**config.mk**
```make
export PLATFORM = sky130hd
export DESIGN_NAME = uart_tx_arbiter_flat
export DESIGN_NICKNAME = d
export VERILOG_FILES = /design/src/rtl/uart_tx_arbiter_pkg.sv /design/src/rtl/uart_tx_arbiter_if.sv /design/src/rtl/uart_tx_arbiter_rr_arbiter.sv /design/src/rtl/uart_tx_arbiter.sv /design/src/flat_wrapper.sv
export SDC_FILE = /design/constraint.sdc
export NUM_CORES = 1
export LEC_CHECK = 0
export CORE_MARGIN = 5
export CORE_UTILIZATION = 51
export DETAILED_ROUTE_END_ITERATION = 12
export DONT_BUFFER_PORTS = 1
export HOLD_SLACK_MARGIN = 0.05
export PLACE_DENSITY = 0.69
export SYNTH_ARGS = -nofsm -noshare
export SYNTH_HDL_FRONTEND = slang
export SYNTH_HIERARCHICAL = 1
export SYNTH_SLANG_ARGS = --single-unit
```
**constraint.sdc**
```tcl
create_clock -name i_clk -period 2 [get_ports i_clk]
set_clock_uncertainty 0.1 [all_clocks]
set_input_delay 0.5 -clock i_clk [delete_from_list [all_inputs] [get_ports i_clk]]
set_output_delay 0.5 -clock i_clk [all_outputs]
set_load 0.01 [all_outputs]
```
**src/rtl/uart_tx_arbiter_pkg.sv**
```systemverilog
// Shared FSM encoding, default widths and a watchdog default sized from clock/baud.
// Pure declarations: no latency or flow-control behaviour of its own.
package uart_tx_arbiter_pkg;

  typedef enum logic [1:0] {
    ST_IDLE      = 2'd0,
    ST_START     = 2'd1,
    ST_WAIT_DONE = 2'd2
  } state_t;

  localparam int DEF_N_REQ      = 2;
  localparam int DEF_N_DATA     = 8;
  localparam int DEF_CLK_HZ     = 100_000_000;
  localparam int DEF_BAUD       = 9600;
  localparam int DEF_FRAME_BITS = 10;
  localparam int DEF_FRAME_CYC  = DEF_FRAME_BITS * (DEF_CLK_HZ / DEF_BAUD);
  // Round one 8N1 frame up to a power of two so a healthy frame never trips the watchdog.
  localparam int DEF_TIMEOUT_CYC = 1 << $clog2(DEF_FRAME_CYC);

  function automatic int idx_width(input int n);
    return (n > 1) ? $clog2(n) : 1;
  endfunction

endpackage

```
**src/rtl/uart_tx_arbiter_if.sv**
```systemverilog
// Requester-side valid/ready bus plus the uart_tx start/done hookup and status.
// slave = arbiter view; master = requesters/transmitter/monitor view.
interface uart_tx_arbiter_if
  import uart_tx_arbiter_pkg::*;
#(
  parameter int N_REQ  = DEF_N_REQ,
  parameter int N_DATA = DEF_N_DATA
);
  localparam int GW = idx_width(N_REQ);

  logic [N_REQ-1:0]        i_req_valid;
  logic [N_REQ*N_DATA-1:0] i_req_data;
  logic [N_REQ-1:0]        o_req_ready;
  logic [N_DATA-1:0]       o_tx_data;
  logic                    o_tx_start;
  logic                    i_tx_done;
  logic [GW-1:0]           o_grant_id;
  logic                    o_busy;
  logic                    o_timeout;

  modport slave (
    input  i_req_valid, i_req_data, i_tx_done,
    output o_req_ready, o_tx_data, o_tx_start, o_grant_id, o_busy, o_timeout
  );

  modport master (
    output i_req_valid, i_req_data, i_tx_done,
    input  o_req_ready, o_tx_data, o_tx_start, o_grant_id, o_busy, o_timeout
  );

endinterface

```
**src/rtl/uart_tx_arbiter_rr_arbiter.sv**
```systemverilog
// Combinational round-robin pick: first set request after i_ptr, wrapping, ending at i_ptr.
// Zero latency; no backpressure of its own.
module rr_arbiter #(
  parameter int N_REQ = 2,
  parameter int GW    = 1
) (
  input  logic [N_REQ-1:0] i_req,
  input  logic [GW-1:0]    i_ptr,
  output logic [N_REQ-1:0] o_gnt,
  output logic [GW-1:0]    o_idx,
  output logic             o_any
);

  always_comb begin
    o_gnt = '0;
    o_idx = '0;
    o_any = 1'b0;
    for (int i = 1; i <= N_REQ; i++) begin
      if (!o_any && i_req[(int'(i_ptr) + i) % N_REQ]) begin
        o_any = 1'b1;
        o_gnt[(int'(i_ptr) + i) % N_REQ] = 1'b1;
        o_idx = GW'((int'(i_ptr) + i) % N_REQ);
      end
    end
  end

endmodule

```
**src/rtl/uart_tx_arbiter.sv**
```systemverilog
// Round-robin sharing of one uart_tx: accept in IDLE, 1-cycle start pulse, wait for done or watchdog.
// >=3 cycles + frame per byte; ready is offered only in IDLE, so requesters stall while a frame is in flight.
module uart_tx_arbiter
  import uart_tx_arbiter_pkg::*;
#(
  parameter int N_REQ       = DEF_N_REQ,
  parameter int N_DATA      = DEF_N_DATA,
  parameter int TIMEOUT_CYC = DEF_TIMEOUT_CYC
) (
  input  logic              i_clk,
  input  logic              i_rst,
  uart_tx_arbiter_if.slave  bus
);

  localparam int GW = idx_width(N_REQ);
  localparam int WW = idx_width(TIMEOUT_CYC);
  localparam logic [WW-1:0] WDOG_TERM = WW'(TIMEOUT_CYC - 1);

  state_t            r_state;
  state_t            w_state_nxt;
  logic [GW-1:0]     r_ptr;
  logic [GW-1:0]     r_grant_id;
  logic [N_DATA-1:0] r_tx_data;
  logic [WW-1:0]     r_wdog;
  logic              r_timeout;

  logic [N_REQ-1:0]  w_gnt;
  logic [GW-1:0]     w_idx;
  logic              w_any;
  logic [N_REQ-1:0]  w_req_ready;
  logic              w_accept;
  logic              w_wdog_term;
  logic [N_DATA-1:0] w_sel_data;

  rr_arbiter #(
    .N_REQ (N_REQ),
    .GW    (GW)
  ) u_rr_arbiter (
    .i_req (bus.i_req_valid),
    .i_ptr (r_ptr),
    .o_gnt (w_gnt),
    .o_idx (w_idx),
    .o_any (w_any)
  );

  assign w_accept    = (r_state == ST_IDLE) && w_any;
  assign w_wdog_term = (r_wdog == WDOG_TERM);
  assign w_sel_data  = bus.i_req_data[int'(w_idx)*N_DATA +: N_DATA];

  always_ff @(posedge i_clk or posedge i_rst) begin
    if (i_rst) begin
      r_state <= ST_IDLE;
    end else begin
      r_state <= w_state_nxt;
    end
  end

  always_comb begin
    w_state_nxt = r_state;
    w_req_ready = '0;
    case (r_state)
      ST_IDLE: begin
        if (w_any) begin
          w_req_ready = w_gnt;
          w_state_nxt = ST_START;
        end
      end
      ST_START: begin
        w_state_nxt = ST_WAIT_DONE;
      end
      ST_WAIT_DONE: begin
        if (bus.i_tx_done || w_wdog_term) begin
          w_state_nxt = ST_IDLE;
        end
      end
      default: begin
        w_state_nxt = ST_IDLE;
      end
    endcase
  end

  always_ff @(posedge i_clk or posedge i_rst) begin
    if (i_rst) begin
      r_ptr      <= GW'(N_REQ - 1);
      r_grant_id <= '0;
      r_tx_data  <= '0;
      r_wdog     <= '0;
      r_timeout  <= 1'b0;
    end else begin
      // A done in the terminal cycle takes priority over the abort.
      r_timeout <= (r_state == ST_WAIT_DONE) && !bus.i_tx_done && w_wdog_term;
      if (w_accept) begin
        r_tx_data  <= w_sel_data;
        r_grant_id <= w_idx;
        r_ptr      <= w_idx;
      end
      if (r_state == ST_START) begin
        r_wdog <= '0;
      end else if (r_state == ST_WAIT_DONE) begin
        r_wdog <= r_wdog + 1'b1;
      end
    end
  end

  assign bus.o_req_ready = w_req_ready;
  assign bus.o_tx_data   = r_tx_data;
  assign bus.o_tx_start  = (r_state == ST_START);
  assign bus.o_grant_id  = r_grant_id;
  assign bus.o_busy      = (r_state != ST_IDLE);
  assign bus.o_timeout   = r_timeout;

endmodule

```
**src/flat_wrapper.sv**
```systemverilog
// flat-port wrapper written by rule: the top's interface ports become plain ports
module uart_tx_arbiter_flat import uart_tx_arbiter_pkg::*;
#(
  parameter int N_REQ       = DEF_N_REQ,
  parameter int N_DATA      = DEF_N_DATA,
  parameter int TIMEOUT_CYC = DEF_TIMEOUT_CYC
)
  (i_clk, i_rst, bus_i_req_valid, bus_i_req_data, bus_i_tx_done, bus_o_req_ready, bus_o_tx_data, bus_o_tx_start, bus_o_grant_id, bus_o_busy, bus_o_timeout);
  uart_tx_arbiter_if #(.N_REQ(N_REQ), .N_DATA(N_DATA)) bus_i ();
  input  logic i_clk;
  input  logic i_rst;
  input wire logic [$bits(bus_i.i_req_valid)-1:0] bus_i_req_valid;
  input wire logic [$bits(bus_i.i_req_data)-1:0] bus_i_req_data;
  input wire logic [$bits(bus_i.i_tx_done)-1:0] bus_i_tx_done;
  output wire logic [$bits(bus_i.o_req_ready)-1:0] bus_o_req_ready;
  output wire logic [$bits(bus_i.o_tx_data)-1:0] bus_o_tx_data;
  output wire logic [$bits(bus_i.o_tx_start)-1:0] bus_o_tx_start;
  output wire logic [$bits(bus_i.o_grant_id)-1:0] bus_o_grant_id;
  output wire logic [$bits(bus_i.o_busy)-1:0] bus_o_busy;
  output wire logic [$bits(bus_i.o_timeout)-1:0] bus_o_timeout;
  assign bus_i.i_req_valid = bus_i_req_valid;
  assign bus_i.i_req_data = bus_i_req_data;
  assign bus_i.i_tx_done = bus_i_tx_done;
  assign bus_o_req_ready = bus_i.o_req_ready;
  assign bus_o_tx_data = bus_i.o_tx_data;
  assign bus_o_tx_start = bus_i.o_tx_start;
  assign bus_o_grant_id = bus_i.o_grant_id;
  assign bus_o_busy = bus_i.o_busy;
  assign bus_o_timeout = bus_i.o_timeout;
  uart_tx_arbiter #(.N_REQ(N_REQ), .N_DATA(N_DATA), .TIMEOUT_CYC(TIMEOUT_CYC)) u_core (.i_clk(i_clk), .i_rst(i_rst), .bus(bus_i));
endmodule
```
### After elaboration in Yosys (flattened, before gate mapping)

Cells that the tools add are included.

| cells by class | value |
|---|---|
| add/subtract/negate cells | 3 |
| shifts and indexed selects | 1 |
| mux-type cells | 23 |
| bitwise logic cells | 3 |
| reductions and logical operators | 13 |
| equality and inequality tests | 5 |
| order comparisons | 4 |

Operator list:

| operator | number |
|---|---|
| 2-to-1 mux 17 bit | 2 |
| adder 17 x 1 -> 17 bit, second input constant | 1 |
| equality test 17 bit, second input constant | 1 |
| variable part select 16 x 5 -> 8 bit | 1 |
| 2-to-1 mux 1 bit | 12 |
| 2-to-1 mux 2 bit | 6 |
| logical AND 1 bit | 6 |
| less-than comparator 2 x 3 -> 1 bit, second input constant | 2 |
| one-hot mux 2 bit (3 select lines) | 1 |
| greater-or-equal comparator 2 x 1 -> 1 bit, second input constant | 2 |
| != test 2 x 1 -> 1 bit, second input constant | 2 |
| nonzero test 2 bit | 2 |
| adder 1 bit, second input constant | 2 |
| AND 1 bit, first input constant | 2 |
| demux 1 bit (select 1 bit) | 2 |
| equality test 2 x 1 -> 1 bit, second input constant | 1 |
| equality test 2 bit, second input constant | 1 |
| logical NOT 1 bit | 2 |
| logical NOT 2 bit | 1 |
| OR 2 bit | 1 |
| AND reduction 2 bit | 1 |
| logical OR 1 bit | 1 |

| word-level totals | value |
|---|---|
| output and inout bits | 14 |
| register bits | 30 |

### Logic depth before layout (Yosys ltp)

Gate-level depths: netlist (run 1).

| depth | value |
|---|---|
| depth after elaboration | 11 |
| gate-level depth with buffers | 8 |
| depth with buffers taken out | 8 |

### Hierarchy

The synthesis (run 1) kept the hierarchy.

By module, submodules not included:

| module | times used | area each (um^2) | cells an instance | seq. area each (um^2) |
|---|---|---|---|---|
| uart_tx_arbiter | 1 | 1,495.2 | 152 | 752.0 |
| rr_arbiter | 1 | 32.5 | 5 | 0.0 |

### Worst setup path after synthesis (run 1)

OpenSTA, ideal clock, no wires.

| timing | value |
|---|---|
| path type | register to register |
| start point | reg u_core.r_state[0] |
| end point | reg u_core.r_wdog[8] |
| required time | 1.823 ns |
| clock period less this slack | 1.931 ns |
| cell stages (with the launch flop) | 7 |
| arrival time | 1.754 ns |
| setup slack | 0.069 ns |
| path buffers | 1 |
| path through | dfrtp_1 inv_1 ha_1 clkbuf_1 nand4_1 or3_2 a21oi_1 |

| between the ends | value |
|---|---|
| cells in the longest elaborated chain, start to end | 2 |
| elaborated cells between the ends (all ways) | 4 |

RTL lines:

| what | line | RTL |
|---|---|---|
| from (decl) | uart_tx_arbiter.sv:19 | `state_t r_state;` |
| from (signal assigned) | uart_tx_arbiter.sv:54 | `r_state <= w_state_nxt;` |
| equality test 2 x 1 -> 1 bit or equality test 2 bit (tied branches) | uart_tx_arbiter.sv:97, uart_tx_arbiter.sv:99 |  |
| 2-to-1 mux 17 bit or nonzero test 2 bit (tied branches) | - |  |
| to (signal assigned) | uart_tx_arbiter.sv:100 | `r_wdog <= r_wdog + 1'b1;` |
| to (decl) | uart_tx_arbiter.sv:24 | `logic [WW-1:0] r_wdog;` |

Parallel ways exist; a longest one is shown, timed or not.
A chain may end at the register's enable or synchronous reset.

### Worst setup path after layout (run 1)

| timing | value |
|---|---|
| start point | reg u_core.r_wdog[6] |
| end point | reg u_core.r_state[1] |

| between the ends | value |
|---|---|
| cells in the longest elaborated chain, start to end | 4 |

RTL lines:

| what | line | RTL |
|---|---|---|
| equality test 17 bit | uart_tx_arbiter.sv:47 | `assign w_wdog_term = (r_wdog == WDOG_TERM);` |
| logical OR 1 bit | uart_tx_arbiter.sv:72 | `if (bus.i_tx_done \|\| w_wdog_term) begin` |
| != test 2 x 1 -> 1 bit (no line) | - |  |
| AND reduction 2 bit (no line) | - |  |

Every way passes these cells.

==> results of run 1 <==
-- worst register-to-register path, stage by stage (launching register included) --
cell and delay, ns:
sky130_fd_sc_hd__dfrtp_1 0.43, sky130_fd_sc_hd__nand4_4 0.12, sky130_fd_sc_hd__or4_4 0.53, sky130_fd_sc_hd__nor2_2 0.12
sky130_fd_sc_hd__ha_2 0.17, sky130_fd_sc_hd__nor3b_1 0.06, sky130_fd_sc_hd__a21oi_1 0.15, sky130_fd_sc_hd__nand2_1 0.08
sky130_fd_sc_hd__o21ai_0 0.09
-- final cells by class --
type	count	area (um2)
multi-input cells	111	733
inverters	11	41.3
flip-flops and latches	30	753
fillers	237	1070
repair buffers	11	85.1
well taps	31	38.8
clock buffers	8	78.8
-- layer usage --
metal / vias to the layer above / global-route usage (%) / share of wire [%]
met3: 5 / 6.22 / 8.0
met2: 42 / 23.9 / 46
met1: 534 / 17.8 / 44
met5: - / 0 / 0
met4: 0 / 6.60 / 1.7
li1: 567 / - / -
-- path summary, 6_finish.rpt --
path                                              start                                end  depth (start not counted)
max in group asynchronous                         i_rst       u_core/r_wdog[5]$_DFFE_PP0P_                          3
min in group asynchronous                         i_rst  u_core/bus.o_grant_id$_DFFE_PP0P_                          2
min reg2reg                    u_core/r_ptr$_DFFE_PP1P_           u_core/r_ptr$_DFFE_PP1P_                          2
max                        u_core/r_wdog[6]$_DFFE_PP0P_      u_core/r_state[1]$_DFFE_PP0P_                          8
min                                       bus_i_tx_done     u_core/bus.o_timeout$_DFF_PP0_                          1
max reg2reg                u_core/r_wdog[6]$_DFFE_PP0P_      u_core/r_state[1]$_DFFE_PP0P_                          8
-- where the power goes --
part | switching (mW) | internal [mW]
clock | 0.199 | 0.240
combinational | 0.460 | 0.332
sequential | 0.190 | 0.786
-- metrics by stage --
step	hold WS, ns	setup WS, ns	total power [mW]	instances
2_1_floorplan	0.350	0.0690	1.51	157
3_3_place_gp	0.289	0.126	1.69	190
3_5_place_dp	0.300	0.0424	1.74	190
4_1_cts	0.233	0.0211	2.18	199
5_1_grt	0.228	-0.0173	2.37	202
6_report	0.249	0.0753	2.21	202
-- sequential cells by signal (all words and copies together), names as in the netlist --
name,flops
u_core/bus.o_grant_id,1
u_core/bus.o_timeout,1
u_core/bus.o_tx_data,8
u_core/r_ptr,1
u_core/r_state,2
u_core/r_wdog,17
-- cells by family (layout without fill, tap and decap cells) --
kind of cell	after synthesis	count (layout)	share of synthesized area (%)
AOI/OAI and AO/OA	26	26	9.83
xor gates and xnor gates	8	8	4.59
muxes	11	11	7.45
and+or+nand+nor	61	61	20.9
DFF	30	30	49.2
buffers and inverters	16	30	3.93
adders and majority gates	5	5	4.10
-- layout by cell type (no fill, tap or decap), types with 2 or more instances in the layout --
master and instances:
sky130_fd_sc_hd__a21boi_0 2, sky130_fd_sc_hd__a21oi_1 5, sky130_fd_sc_hd__a22o_1 2, sky130_fd_sc_hd__and3_1 3, sky130_fd_sc_hd__buf_4 10, sky130_fd_sc_hd__clkbuf_4 5, sky130_fd_sc_hd__clkbuf_8 3, sky130_fd_sc_hd__dfrtp_1 28
sky130_fd_sc_hd__ha_1 3, sky130_fd_sc_hd__inv_1 11, sky130_fd_sc_hd__mux2_2 3, sky130_fd_sc_hd__mux2i_1 8, sky130_fd_sc_hd__nand2_1 20, sky130_fd_sc_hd__nand3_1 5, sky130_fd_sc_hd__nand4_1 4, sky130_fd_sc_hd__nor2_1 10
sky130_fd_sc_hd__nor3_1 4, sky130_fd_sc_hd__nor4_1 3, sky130_fd_sc_hd__o21ai_0 13, sky130_fd_sc_hd__o22ai_1 2, sky130_fd_sc_hd__or3_1 2, sky130_fd_sc_hd__xnor2_1 6, sky130_fd_sc_hd__xor2_1 2
-- what timing repair did --
item / 4_1_cts / 5_1_grt
setup endpoints to repair: 0 / 6
hold buffers: 1 / 0
endpoints found under the hold margin: 9 / 0
resized for setup: 0 / 5
buffers inserted: 0 / 3
==> metrics.txt, run 1 <==
standard cell with the maximum stage delay on the critical path sky130_fd_sc_hd__or4_4; Slowest Stage Delay on Critical Path 0.53 ns; pin count of the biggest net entering global routing 21; chip width 64.7 um; number of violations reported at the end of detailed-routing iteration 0 48; number of synthesized register bits 30; remaining antenna violation count after routing 0; number of port buffers 0; net count reported at finish 196; number of core rows 19; number of synthesized flops with an enable pin 0; remaining routing DRC violations 0; Wirelength per Cell around 15 um; critical setup path kind flip-flop to flip-flop; WL final ~3000 um; die height approximately 65 um; fraction of layout instances using a drive strength above 1 17.0%; clock buffer count from CTS 5; Final Hold Viols 0; largest fanout on the critical path 4; maximum clock frequency between 500 and 600 MHz; Yosys warning total 6; number of vias per cell 5.68; Die Footprint between 0.004 and 0.005 mm2; number of global-route vias before repair ~1100; Synth top cells by count 29 x sky130_fd_sc_hd__dfrtp_1, 20 x sky130_fd_sc_hd__nand2_1, 13 x sky130_fd_sc_hd__o21ai_0; maximum count of clock buffers along a single path 2; Clk Latency, worst-skew pair 0.33 ns; max-slew violation count 0; Rel. slew slack 68.5%; fraction of the core area covered by cells at the end of the flow 61.7%; Most used DFF post-synth sky130_fd_sc_hd__dfrtp_1; ordered list of cells on the worst path nand4_4 -> or4_4 -> nor2_2 -> ha_2 -> nor3b_1 -> a21oi_1 -> nand2_1 -> o21ai_0; CTS clk-pin slew, worst paths 0.09 ns; Register-to-Register Setup Slack 0.08 ns; routability congestion estimate from global placement between 0.7 and 0.8; hold crit path type primary input to flip-flop; number of library cell types mapped by synthesis 33; layout-stage area growth over the synthesis result 13.3%; max-capacitance violation count 0; final setup fails 0; initial antenna violation count 0; setup repair after global routing missed its margin yes; kind of end point of the critical path flip-flop; post-synth design cell area 0.00153 mm2; synthesized area divided by synthesized cell count around 10 um2; starting density of the core between 50 and 60%; wire length of the first global-routing pass 4870 um; Synth top area share between 40% and 50%; WP data required 2.15 ns; critical path startpoint category flip-flop; leakage 0.812 nW; buffer type at the clock tree root sky130_fd_sc_hd__clkbuf_4; antenna diode count 0; power per unit of standard cell area 1280 mW/mm2; share of flip-flops with an asynchronous set or reset 100%; Max rail drop VDD 0.828 mV; top area cells in the synthesized netlist sky130_fd_sc_hd__dfrtp_1 48%, sky130_fd_sc_hd__mux2i_1 5.2%, sky130_fd_sc_hd__nand2_1 4.9%, sky130_fd_sc_hd__o21ai_0 4.3%, sky130_fd_sc_hd__ha_1 4.1%; cell area after placement between 0.0015 and 0.002 mm2; Least-Margin Pin Slew between 0.4 and 0.5 ns; final clock period utilization by the worst path between 90% and 100%; count leader, synth sky130_fd_sc_hd__dfrtp_1; Vias about 1100; count of buffering cells on the critical path with inverters included 0; number of sinks driven by the clock tree 30; area leader, netlist sky130_fd_sc_hd__dfrtp_1; GR Overflow Total 0; net count of the mapped netlist roughly 180; clock tree from TritonCTS built; H-tree depth 2; proportion of synthesized chip area in sequential cells about half; run status completed; final instance area roughly 0.0017 mm2; arrival time worst endpoint 2.08 ns; final critical-path required period 1.92 ns; core region area 0.00281 mm2; Crit path max-delay family simple AND/OR/NAND/NOR gates; IO Pins 35; Initial DRT Pass Iterations 4; total routing resource utilization after global routing 15.0%; final setup TNS 0 ns; number of instances in the synthesized netlist 157; DP HPWL 2210 um
Note: power is estimated with default switching activity, not from simulation.
==> run 2, diff against run 1 <==
--- a/config.mk
+++ b/config.mk
@@ -9,7 +9,6 @@
 export CORE_UTILIZATION = 51
 export DETAILED_ROUTE_END_ITERATION = 12
 export DONT_BUFFER_PORTS = 1
-export HOLD_SLACK_MARGIN = 0.05
 export PLACE_DENSITY = 0.69
 export SYNTH_ARGS = -nofsm -noshare
 export SYNTH_HDL_FRONTEND = slang
==> results of run 2 <==
The final DEF is identical to that of run 1; final timing and power are the same.
==> run 3, diff against run 2 <==
--- a/config.mk
+++ b/config.mk
@@ -6,9 +6,8 @@
 export NUM_CORES = 1
 export LEC_CHECK = 0
 export CORE_MARGIN = 5
-export CORE_UTILIZATION = 51
+export CORE_UTILIZATION = 40
 export DETAILED_ROUTE_END_ITERATION = 12
-export DONT_BUFFER_PORTS = 1
 export PLACE_DENSITY = 0.69
 export SYNTH_ARGS = -nofsm -noshare
 export SYNTH_HDL_FRONTEND = slang
==> metrics.txt, run 3 (same netlist as run 1, synthesis figures left out) <==
run status completed; largest register by flop count u_core/r_wdog; Clk Latency, worst-skew pair 0.28 ns; number of vias per cell 5.02; layout-stage area growth over the synthesis result 43.4%; Max rail drop VDD between 0.6 and 0.7 mV; Rel. slew slack between 70% and 80%; routability congestion estimate from global placement 0.776; hold crit path type flip-flop to flip-flop; number of sinks driven by the clock tree 30; Flop pwr share 35.0%; initial antenna violation count 0; number of port buffers 34; H-tree depth 2; final setup fails 0; number of core rows 22; most frequent cells in the layout 28 x sky130_fd_sc_hd__clkdlybuf4s50_1, 27 x sky130_fd_sc_hd__dfrtp_1, 21 x sky130_fd_sc_hd__buf_4; max-slew violation count 0; power per unit of standard cell area 1190 mW/mm2; Int Pwr 1.68 mW; Wirelength per Cell 13.3 um; critical setup path kind primary input to output port; number of global-route vias before repair 1372; highest signal layer in the routed design met4; sum of internal, switching and leakage power around 2.6 mW; critical path startpoint category primary input; routed metal-1 wirelength 1420 um; Initial DRT Pass Iterations 4; least setup slack across all paths after layout 0.0660 ns; relative contribution of the clock network to total power 19.0%; Vias 1324; die height 71.8 um; remaining routing DRC violations 0; leakage 1.02 nW; pin count of the biggest net entering global routing 31; standard cell with the maximum stage delay on the critical path sky130_fd_sc_hd__dlygate4sd2_1; worst setup slack before clock tree synthesis -0.504 ns; largest fanout on the critical path 4; Least-Margin Pin Slew around 0.38 ns; WP data required 1.40 ns; total net switching power 0.931 mW; GR Overflow Total 0; core region area between 0.003 and 0.004 mm2; clock buffer count from CTS 5; final critical-path required period 1.93 ns; kind of end point of the critical path output port; arrival time worst endpoint 1.33 ns; total routing resource utilization after global routing 14.9%; WL final around 3500 um; Crit path max-delay family simple AND/OR/NAND/NOR gates; chip width 71.8 um; buffer type at the clock tree root sky130_fd_sc_hd__clkbuf_8; Combinational Power Share 46.0%; met3 layer wire length in the routed design 215 um; Final Hold Viols 0; DP HPWL about 2600 um; wire length of the first global-routing pass 5950 um; clock tree from TritonCTS built; antenna diode count 0; net count reported at finish 241; ordered list of cells on the worst path dlygate4sd2_1 -> or2_4 -> and3_1 -> buf_2; fraction of layout instances using a drive strength above 1 20.4%; count of buffering cells on the critical path with inverters included 2; worst slack on hold paths 0.381 ns; flip-flop count of the largest register after layout 17; Die Footprint 0.00516 mm2; Switching Fraction between 30% and 40%; IO Pins 35; final clock period utilization by the worst path 96.7%; met2 wire length 1780 um; maximum count of clock buffers along a single path 2; CTS clk-pin slew, worst paths 0.06 ns; maximum clock frequency a little over 500 MHz; leading cell type in the layout, fill and taps excluded sky130_fd_sc_hd__clkdlybuf4s50_1; starting density of the core between 40% and 50%; remaining antenna violation count after routing 0; number of violations reported at the end of detailed-routing iteration 0 71; Slowest Stage Delay on Critical Path 0.27 ns; max-capacitance violation count 0
run 3: cell count changes in the layout (fill, tap and decap cells not counted), sizes merged:
cell and delta:
clkdlybuf4s50 +28, buf +14, dlygate4sd2 +4, dlygate4sd3 -1
run 3: area by class of cell:
cell class / count / area [um2]
flip-flops and latches: 30 / 754
multi-input cells: 111 / 742
clock buffers: 8 / 90.1
fillers: 335 / 1500
inverters: 11 / 41.3
well taps: 48 / 60.1
repair buffers: 56 / 503
run 3: path summary, 6_finish.rpt:
path,startpoint,end,slack [ns],depth (start not counted)
max,bus_i_req_valid[1],bus_o_req_ready[0],0.07,4
min,u_core/bus.o_grant_id$_DFFE_PP0P_,u_core/bus.o_grant_id$_DFFE_PP0P_,0.38,2
max reg2reg,u_core/r_wdog[10]$_DFFE_PP0P_,u_core/r_state[1]$_DFFE_PP0P_,0.14,8
min reg2reg,u_core/bus.o_grant_id$_DFFE_PP0P_,u_core/bus.o_grant_id$_DFFE_PP0P_,0.38,2
max in group asynchronous,i_rst,u_core/r_ptr$_DFFE_PP1P_,0.98,3
min in group asynchronous,i_rst,u_core/r_wdog[3]$_DFFE_PP0P_,0.50,3
run 3: per-layer routing:
metal | vias to the layer above | GRT usage (%)
met5 | - | 0
met4 | 0 | 7.52
met3 | 10 | 6.03
met2 | 39 | 24.6
met1 | 619 | 16.4
li1 | 656 | -
run 3: repair_timing:
| action | 4_1_cts | 5_1_grt |
|---|---|---|
| resized for setup | 15 | 6 |
| pin swaps | 0 | 3 |
| hold buffers | 0 | 0 |
| setup endpoints to repair | 4 | 3 |
| buffers inserted | 0 | 8 |
| hold endpoints to repair | 0 | 0 |
run 3: worst min-delay path, delay by kind of cell, from the launching register on:
| kind | cells | cell delay (ns) |
|---|---|---|
| flip-flops | 1 | 0.34 |
| AND/OR/NAND/NOR | 2 | 0.10 |
run 3: power by group through the flow:
stage | clock network, mW | logic [mW] | registers, mW
2_1_floorplan | 0 | 0.576 | 0.938
3_3_place_gp | 0 | 1.13 | 0.916
3_5_place_dp | 0 | 1.17 | 0.926
4_1_cts | 0.509 | 1.19 | 0.916
5_1_grt | 0.539 | 1.33 | 0.941
6_report | 0.496 | 1.20 | 0.914
run 3: through the flow:
step | TNS [ns] | util (%) | area, um2 | cells
2_1_floorplan | 0 | - | 1530 | 157
3_3_place_gp | -0.889 | 55.0 | 2030 | 248
3_5_place_dp | -1.00 | 55.0 | 2030 | 248
4_1_cts | 0 | 57.4 | 2120 | 256
5_1_grt | -0.00865 | 59.4 | 2190 | 264
6_report | 0 | 59.4 | 2190 | 264
